--- src/rtl/game_screen_pkg.sv ---
// Shared screen-state encodings and palette for the game-flow controller.
// The sound block imports the same encodings and colours.
package game_screen_pkg;

  typedef enum logic [2:0] {
    S_START = 3'd0,
    S_READY = 3'd1,
    S_PLAY  = 3'd2,
    S_WIN   = 3'd3,
    S_LOSE  = 3'd4
  } screen_t;

  localparam int FRM_W = 9;

  // RRRGGGBB colours
  localparam logic [7:0] COL_START_BG     = 8'h03;
  localparam logic [7:0] COL_READY_BG     = 8'h00;
  localparam logic [7:0] COL_WIN_BG       = 8'h1C;
  localparam logic [7:0] COL_LOSE_BG      = 8'hE0;
  localparam logic [7:0] COL_BANNER       = 8'hFF;
  localparam logic [7:0] COL_READY_BANNER = 8'hFC;
  localparam logic [7:0] COL_PLAY         = 8'h00;

endpackage

--- src/rtl/game_screen_sm_frame_timer.sv ---
// Frame-rate timing for the screen FSM: loadable down-counter and banner blink divider.
// Both advance only on startOfFrame; load also restarts the blink phase.
module frame_timer
  import game_screen_pkg::*;
#(
  parameter int BLINK_FRAMES = 30
) (
  input  logic             clk,
  input  logic             rst_n,
  input  logic             sof,
  input  logic             load,
  input  logic [FRM_W-1:0] load_val,
  output logic [FRM_W-1:0] frm_cnt,
  output logic             blink_ph
);

  localparam logic [FRM_W-1:0] BLINK_LAST = FRM_W'(BLINK_FRAMES - 1);

  logic [FRM_W-1:0] blink_cnt;

  always_ff @(posedge clk or negedge rst_n) begin
    if (!rst_n) begin
      frm_cnt   <= '0;
      blink_cnt <= '0;
      blink_ph  <= 1'b0;
    end else if (load) begin
      frm_cnt   <= load_val;
      blink_cnt <= '0;
      blink_ph  <= 1'b0;
    end else if (sof) begin
      if (frm_cnt != '0) frm_cnt <= frm_cnt - 1'b1;
      if (blink_cnt == BLINK_LAST) begin
        blink_cnt <= '0;
        blink_ph  <= ~blink_ph;
      end else begin
        blink_cnt <= blink_cnt + 1'b1;
      end
    end
  end

endmodule

--- src/rtl/game_screen_sm.sv ---
// Game-flow FSM and full-screen renderer for START/READY/WIN/LOSE screens.
// State only moves on startOfFrame so a screen switch never tears a frame.
module game_screen_sm
  import game_screen_pkg::*;
#(
  parameter int READY_FRAMES = 120,
  parameter int WIN_FRAMES   = 180,
  parameter int LOSE_FRAMES  = 180,
  parameter int BLINK_FRAMES = 30,
  parameter int BANNER_X0    = 160,
  parameter int BANNER_X1    = 480,
  parameter int BANNER_Y0    = 200,
  parameter int BANNER_Y1    = 280
) (
  input  logic        clk,
  input  logic        resetN,
  input  logic        startOfFrame,
  input  logic [10:0] pixelX,
  input  logic [10:0] pixelY,
  input  logic        key_start,
  input  logic        player_dead,
  input  logic        level_cleared,
  output logic        game_on,
  output logic [7:0]  RGB_game_sm,
  output logic        new_game,
  output logic [2:0]  screen_state
);

  screen_t          state, state_nxt;
  logic             change, new_game_d;
  logic             key_prev, key_evt, dead_evt, clr_evt;
  logic [FRM_W-1:0] frm_cnt, load_val;
  logic             blink_ph, in_banner;
  logic [7:0]       rgb_d;

  assign change = (state_nxt != state);

  // state register
  always_ff @(posedge clk or negedge resetN) begin
    if (!resetN) state <= S_START;
    else         state <= state_nxt;
  end

  // next state
  always_comb begin
    state_nxt = state;
    if (startOfFrame) begin
      case (state)
        S_START: if (key_evt) state_nxt = S_READY;
        S_READY: if (frm_cnt == 9'd1) state_nxt = S_PLAY;
        S_PLAY: begin
          if (dead_evt)     state_nxt = S_LOSE;
          else if (clr_evt) state_nxt = S_WIN;
        end
        S_WIN, S_LOSE: if (key_evt || frm_cnt == 9'd1) state_nxt = S_START;
        default: state_nxt = S_START;
      endcase
    end
  end

  // outputs
  always_comb begin
    game_on      = (state == S_PLAY);
    screen_state = state;
    new_game_d   = change && (state_nxt == S_PLAY);
    case (state_nxt)
      S_READY: load_val = FRM_W'(READY_FRAMES);
      S_WIN:   load_val = FRM_W'(WIN_FRAMES);
      S_LOSE:  load_val = FRM_W'(LOSE_FRAMES);
      default: load_val = '0;
    endcase
    case (state)
      S_START: rgb_d = (in_banner && blink_ph) ? COL_BANNER : COL_START_BG;
      S_READY: rgb_d = in_banner ? COL_READY_BANNER : COL_READY_BG;
      S_WIN:   rgb_d = (in_banner && blink_ph) ? COL_BANNER : COL_WIN_BG;
      S_LOSE:  rgb_d = (in_banner && blink_ph) ? COL_BANNER : COL_LOSE_BG;
      default: rgb_d = COL_PLAY;
    endcase
  end

  assign in_banner = (pixelX >= 11'(BANNER_X0)) && (pixelX < 11'(BANNER_X1)) &&
                     (pixelY >= 11'(BANNER_Y0)) && (pixelY < 11'(BANNER_Y1));

  // Sticky events; a new event in the change cycle survives into the next state.
  always_ff @(posedge clk or negedge resetN) begin
    if (!resetN) begin
      key_prev <= 1'b0;
      key_evt  <= 1'b0;
      dead_evt <= 1'b0;
      clr_evt  <= 1'b0;
    end else begin
      key_prev <= key_start;
      key_evt  <= (key_evt  & ~change) | (key_start & ~key_prev);
      dead_evt <= (dead_evt & ~change) | (player_dead   & (state == S_PLAY));
      clr_evt  <= (clr_evt  & ~change) | (level_cleared & (state == S_PLAY));
    end
  end

  always_ff @(posedge clk or negedge resetN) begin
    if (!resetN) begin
      RGB_game_sm <= 8'h00;
      new_game    <= 1'b0;
    end else begin
      RGB_game_sm <= rgb_d;
      new_game    <= new_game_d;
    end
  end

  frame_timer #(.BLINK_FRAMES(BLINK_FRAMES)) u_timer (
    .clk      (clk),
    .rst_n    (resetN),
    .sof      (startOfFrame),
    .load     (change),
    .load_val (load_val),
    .frm_cnt  (frm_cnt),
    .blink_ph (blink_ph)
  );

endmodule

--- config.mk ---
export PLATFORM = sky130hd
export DESIGN_NAME = game_screen_sm
export DESIGN_NICKNAME = d
export VERILOG_FILES = /design/src/rtl/game_screen_pkg.sv /design/src/rtl/game_screen_sm_frame_timer.sv /design/src/rtl/game_screen_sm.sv
export SDC_FILE = /design/constraint.sdc
export NUM_CORES = 1
export LEC_CHECK = 0
export ABC_AREA = 0
export CAP_MARGIN = 30
export CORE_MARGIN = 4
export CORE_UTILIZATION = 45
export CTS_CLUSTER_SIZE = 40
export DETAILED_ROUTE_END_ITERATION = 16
export PLACE_DENSITY = 0.75
export SYNTH_ARGS = -nofsm -noshare
export SYNTH_HDL_FRONTEND = slang
export SYNTH_HIERARCHICAL = 1
export SYNTH_SLANG_ARGS = --single-unit
--- constraint.sdc ---
create_clock -name clk -period 4.14 [get_ports clk]
set_clock_uncertainty 0.2 [all_clocks]
set_input_delay 0.828 -clock clk [delete_from_list [all_inputs] [get_ports clk]]
set_output_delay 0.828 -clock clk [all_outputs]
set_load 0.05 [all_outputs]
==> results.tsv <==
stage	metric	value	unit
run_status	outcome	complete, no violations	
worst_setup_path	cp_max_fo	8	
cts	cts_tree	built	
grt	globalRoute.totalOverflow	0	
floorplanning	fp.coreArea	4030	um^2
floorplanning	pin_count	41	
routing	num_vias	1624	
routing	drcViolationCount	0	
yosys	yosys.area.top_type	dfrtp_1	
layout	instances_no_fill	292	
cts	cts_root_buffer	clkbuf_8	
power_and_ir_drop	p_clk_share	25.6	%
floorplanning	die-area	5270	um^2
worst_setup_path	critical_path_class	primary input to flop	
yosys	ys_warn_count	6	
min_path	worstHoldStart	clr_evt	
worst_setup_path	critPathRequiredTime	4.14	ns
placed_design	dpl.cell_count	284	
grt	grt_pass1_wl	6970	um
power_and_ir_drop	leakage	0.000965	uW
sta	slew_viol_final	0	
sta	relSlewSlack	65.9	%
cts	clk_latency	0.28	ns
run	drv_cap	0	
min_path	holdPathEnd	clr_evt	
floorplanning	start_util	46.6	%
worst_setup_path	rr_worst_depth	9	
sta	fin_crit	3.45	ns
cts	post_cts_buffers	0	
placed_design	dp_hpwl	2940	um
layout	area_growth	23.4	%
yosys	synthTopCellsByArea	dfrtp_1 (40%), nand2_1 (4.4%), o21ai_0 (3.5%), nor2_1 (3.0%), a21oi_1 (2.4%)	
worst_setup_path	r2r_end	u_timer/blink_cnt[8]	
worst_setup_path	cp-end-kind	flop	
cts	ctsResizeCount	0	
yosys	ys_ff_latch	30	
grt	grt_max_degree	31	
routing	wl_per_cell	13.3	um
routing	antenna_left	0	
sta	hold_ws	0.337	ns
worst_setup_path	crit_start	startOfFrame	
power_and_ir_drop	seqPwrFrac	44.9	%
power_and_ir_drop	irDropWorstVdd	261	uV
sta	setup_viol	0	
floorplanning	die_h	72.6	um
yosys	syn_area_per_cell	8.94	um^2
routing	viasPerCell	5.56	
cts	cts_made_buffers	5	
power_and_ir_drop	p_sw	410	uW
cts	htree_num_levels	2	
grt	track_usage	16.6	%
yosys	netlist_area	1880	um^2
power_and_ir_drop	internal_power	727	uW
grt	grt_pass1_vias	1567	
floorplanning	fp.dieW	72.6	um
worst_setup_path	r2r-start	screen_state[1]	
cts	cts_hold_buf	0	
power_and_ir_drop	powerDensity	490	nW/um^2
min_path	min_path_type	flop to flop	
layout	fin_nets	272	
cts	clock_sinks	30	
yosys	syn_inst	210	
sta	max_freq	290	MHz
layout	n_antenna_cell	0	
placed_design	portBuffers	32	
worst_setup_path	r2r_setup_slack	0.99	ns
worst_setup_path	crit_path_start_kind	primary input	
routing	drt_first_pass_iters	4	
yosys	ys.flop_type	dfrtp_1	
routing	finalWirelength	3890	um
yosys	async_flop_share	100	%
placed_design	place_congestion	0.859	
sta	hold_viol	0	
yosys	synth_top_area_share	40.0	%
layout	final_cell_mix	clkdlybuf4s50_1 (32), dfrtp_1 (30), nand2_1 (22)	
layout	drive_gt1_share	7.44	%
yosys	synth.distinct_cells	55	
sta	finalCritPeriodShare	83.4	%
sta	tightest_slew	0.510	ns
floorplanning	rows	23	
min_path	whs_path_depth	1	
worst_setup_path	arrival	3.45	ns
cts	clockBufferDepth	2	
yosys	synth_edf_count	0	
sta	grt_setup_unrepaired	no	
grt	antenna_found_initial	0	
power_and_ir_drop	pwr-share-comb	29.5	%
power_and_ir_drop	swShare	36.1	%
layout	final_common_cell	clkdlybuf4s50_1	
routing	dr.first_iter.drc_count	135	
yosys	synth_seq_area_share	40.0	%
sta	tns	0	ns
cts	clkTransAtPathRegs	0.07	ns
-- layer usage --
metal	share of wire [%]	vias up	GRT usage, %
met3	3.2	7	3.31
met4	1.9	0	7.17
li1	-	812	-
met1	46	779	22.1
met2	49	26	26.3
met5	0	-	0
-- power groups by stage --
stage / Combinational [uW] / Clock [uW] / Sequential [uW]
after detailed placement: 336 / 0 / 513
after CTS: 337 / 297 / 509
after floorplan: 255 / 0 / 492
after global routing: 388 / 312 / 529
after global placement: 327 / 0 / 513
final: 335 / 290 / 511
-- metrics by stage --
stage | area (um^2) | power [uW] | setup slack [ns] | utilization (%)
3_3_place_gp | 2210 | 840 | 0.395 | 54.8
5_1_grt | 2320 | 1230 | 0.452 | 57.5
2_1_floorplan | 1890 | 747 | 0.876 | -
4_1_cts | 2320 | 1140 | 0.689 | 57.5
6_report | 2320 | 1140 | 0.688 | 57.5
3_5_place_dp | 2210 | 848 | 0.398 | 54.8
-- cell usage after synthesis, drive strengths merged (2+ instances only) --
library cell,count
xor2,5
nand4,6
nand2,22
or2,2
nor2,15
a21oi,9
or3,5
a21o,3
buf,11
and4,2
o21ai,13
dfrtp,30
nand3,3
a211oi,3
nor4,3
a21boi,2
ha,3
nor2b,4
nor3b,4
and3,2
o211ai,3
xnor2,2
nor3,5
o21a,2
nand2b,5
a22o,5
and2,2
inv,12
o31ai,4
clkbuf,2
nand3b,3
-- final cells by class --
class,count,area (um^2)
fill,355,1710
multi-input combinational,157,1010
sequential,30,751
timing repair buffer,35,343
clock buffer,5,68.8
tap,50,62.6
inverter,12,45.0
clock inverter,3,40.0
-- logic make-up (layout without fill, tap and decap cells) --
group	count (synthesis)	count (layout)	synth area share [%]
fa+ha+maj	3	3	2.00
other cells	1	3	0.200
buf+inv	25	55	6.79
xor+xnor	7	7	3.26
mux	2	2	1.13
compound gates	56	56	21.2
flops	30	30	40.0
simple gates	86	86	25.4
-- worst max-delay path by stage --
stage / endpoint / depth (start not counted)
final: u_timer/blink_cnt[8] / 10
after global routing: u_timer/blink_cnt[7] / 10
after CTS: u_timer/blink_cnt[8] / 10
after detailed placement: u_timer/blink_cnt[8] / 10
after global placement: u_timer/blink_cnt[7] / 10
after floorplan: game_on / 4
-- sequential cells by signal (all words and copies together) (netlist names) --
name / flops
key_evt: 1
u_timer/frm_cnt: 9
clr_evt: 1
u_timer/blink_ph: 1
RGB_game_sm: 3
key_prev: 1
u_timer/blink_cnt: 9
dead_evt: 1
new_game: 1
screen_state: 3
-- worst max-delay path: stages --
cell	delay, ns
clkdlybuf4s50_1	0.63
inv_1	0.18
a211oi_2	0.20
a21oi_1	0.12
nor4_2	0.45
inv_1	0.17
nand2b_1	0.17
a31o_2	0.26
or3_1	0.35
o211ai_1	0.09
No activity file was read; power rests on OpenSTA's default activity.
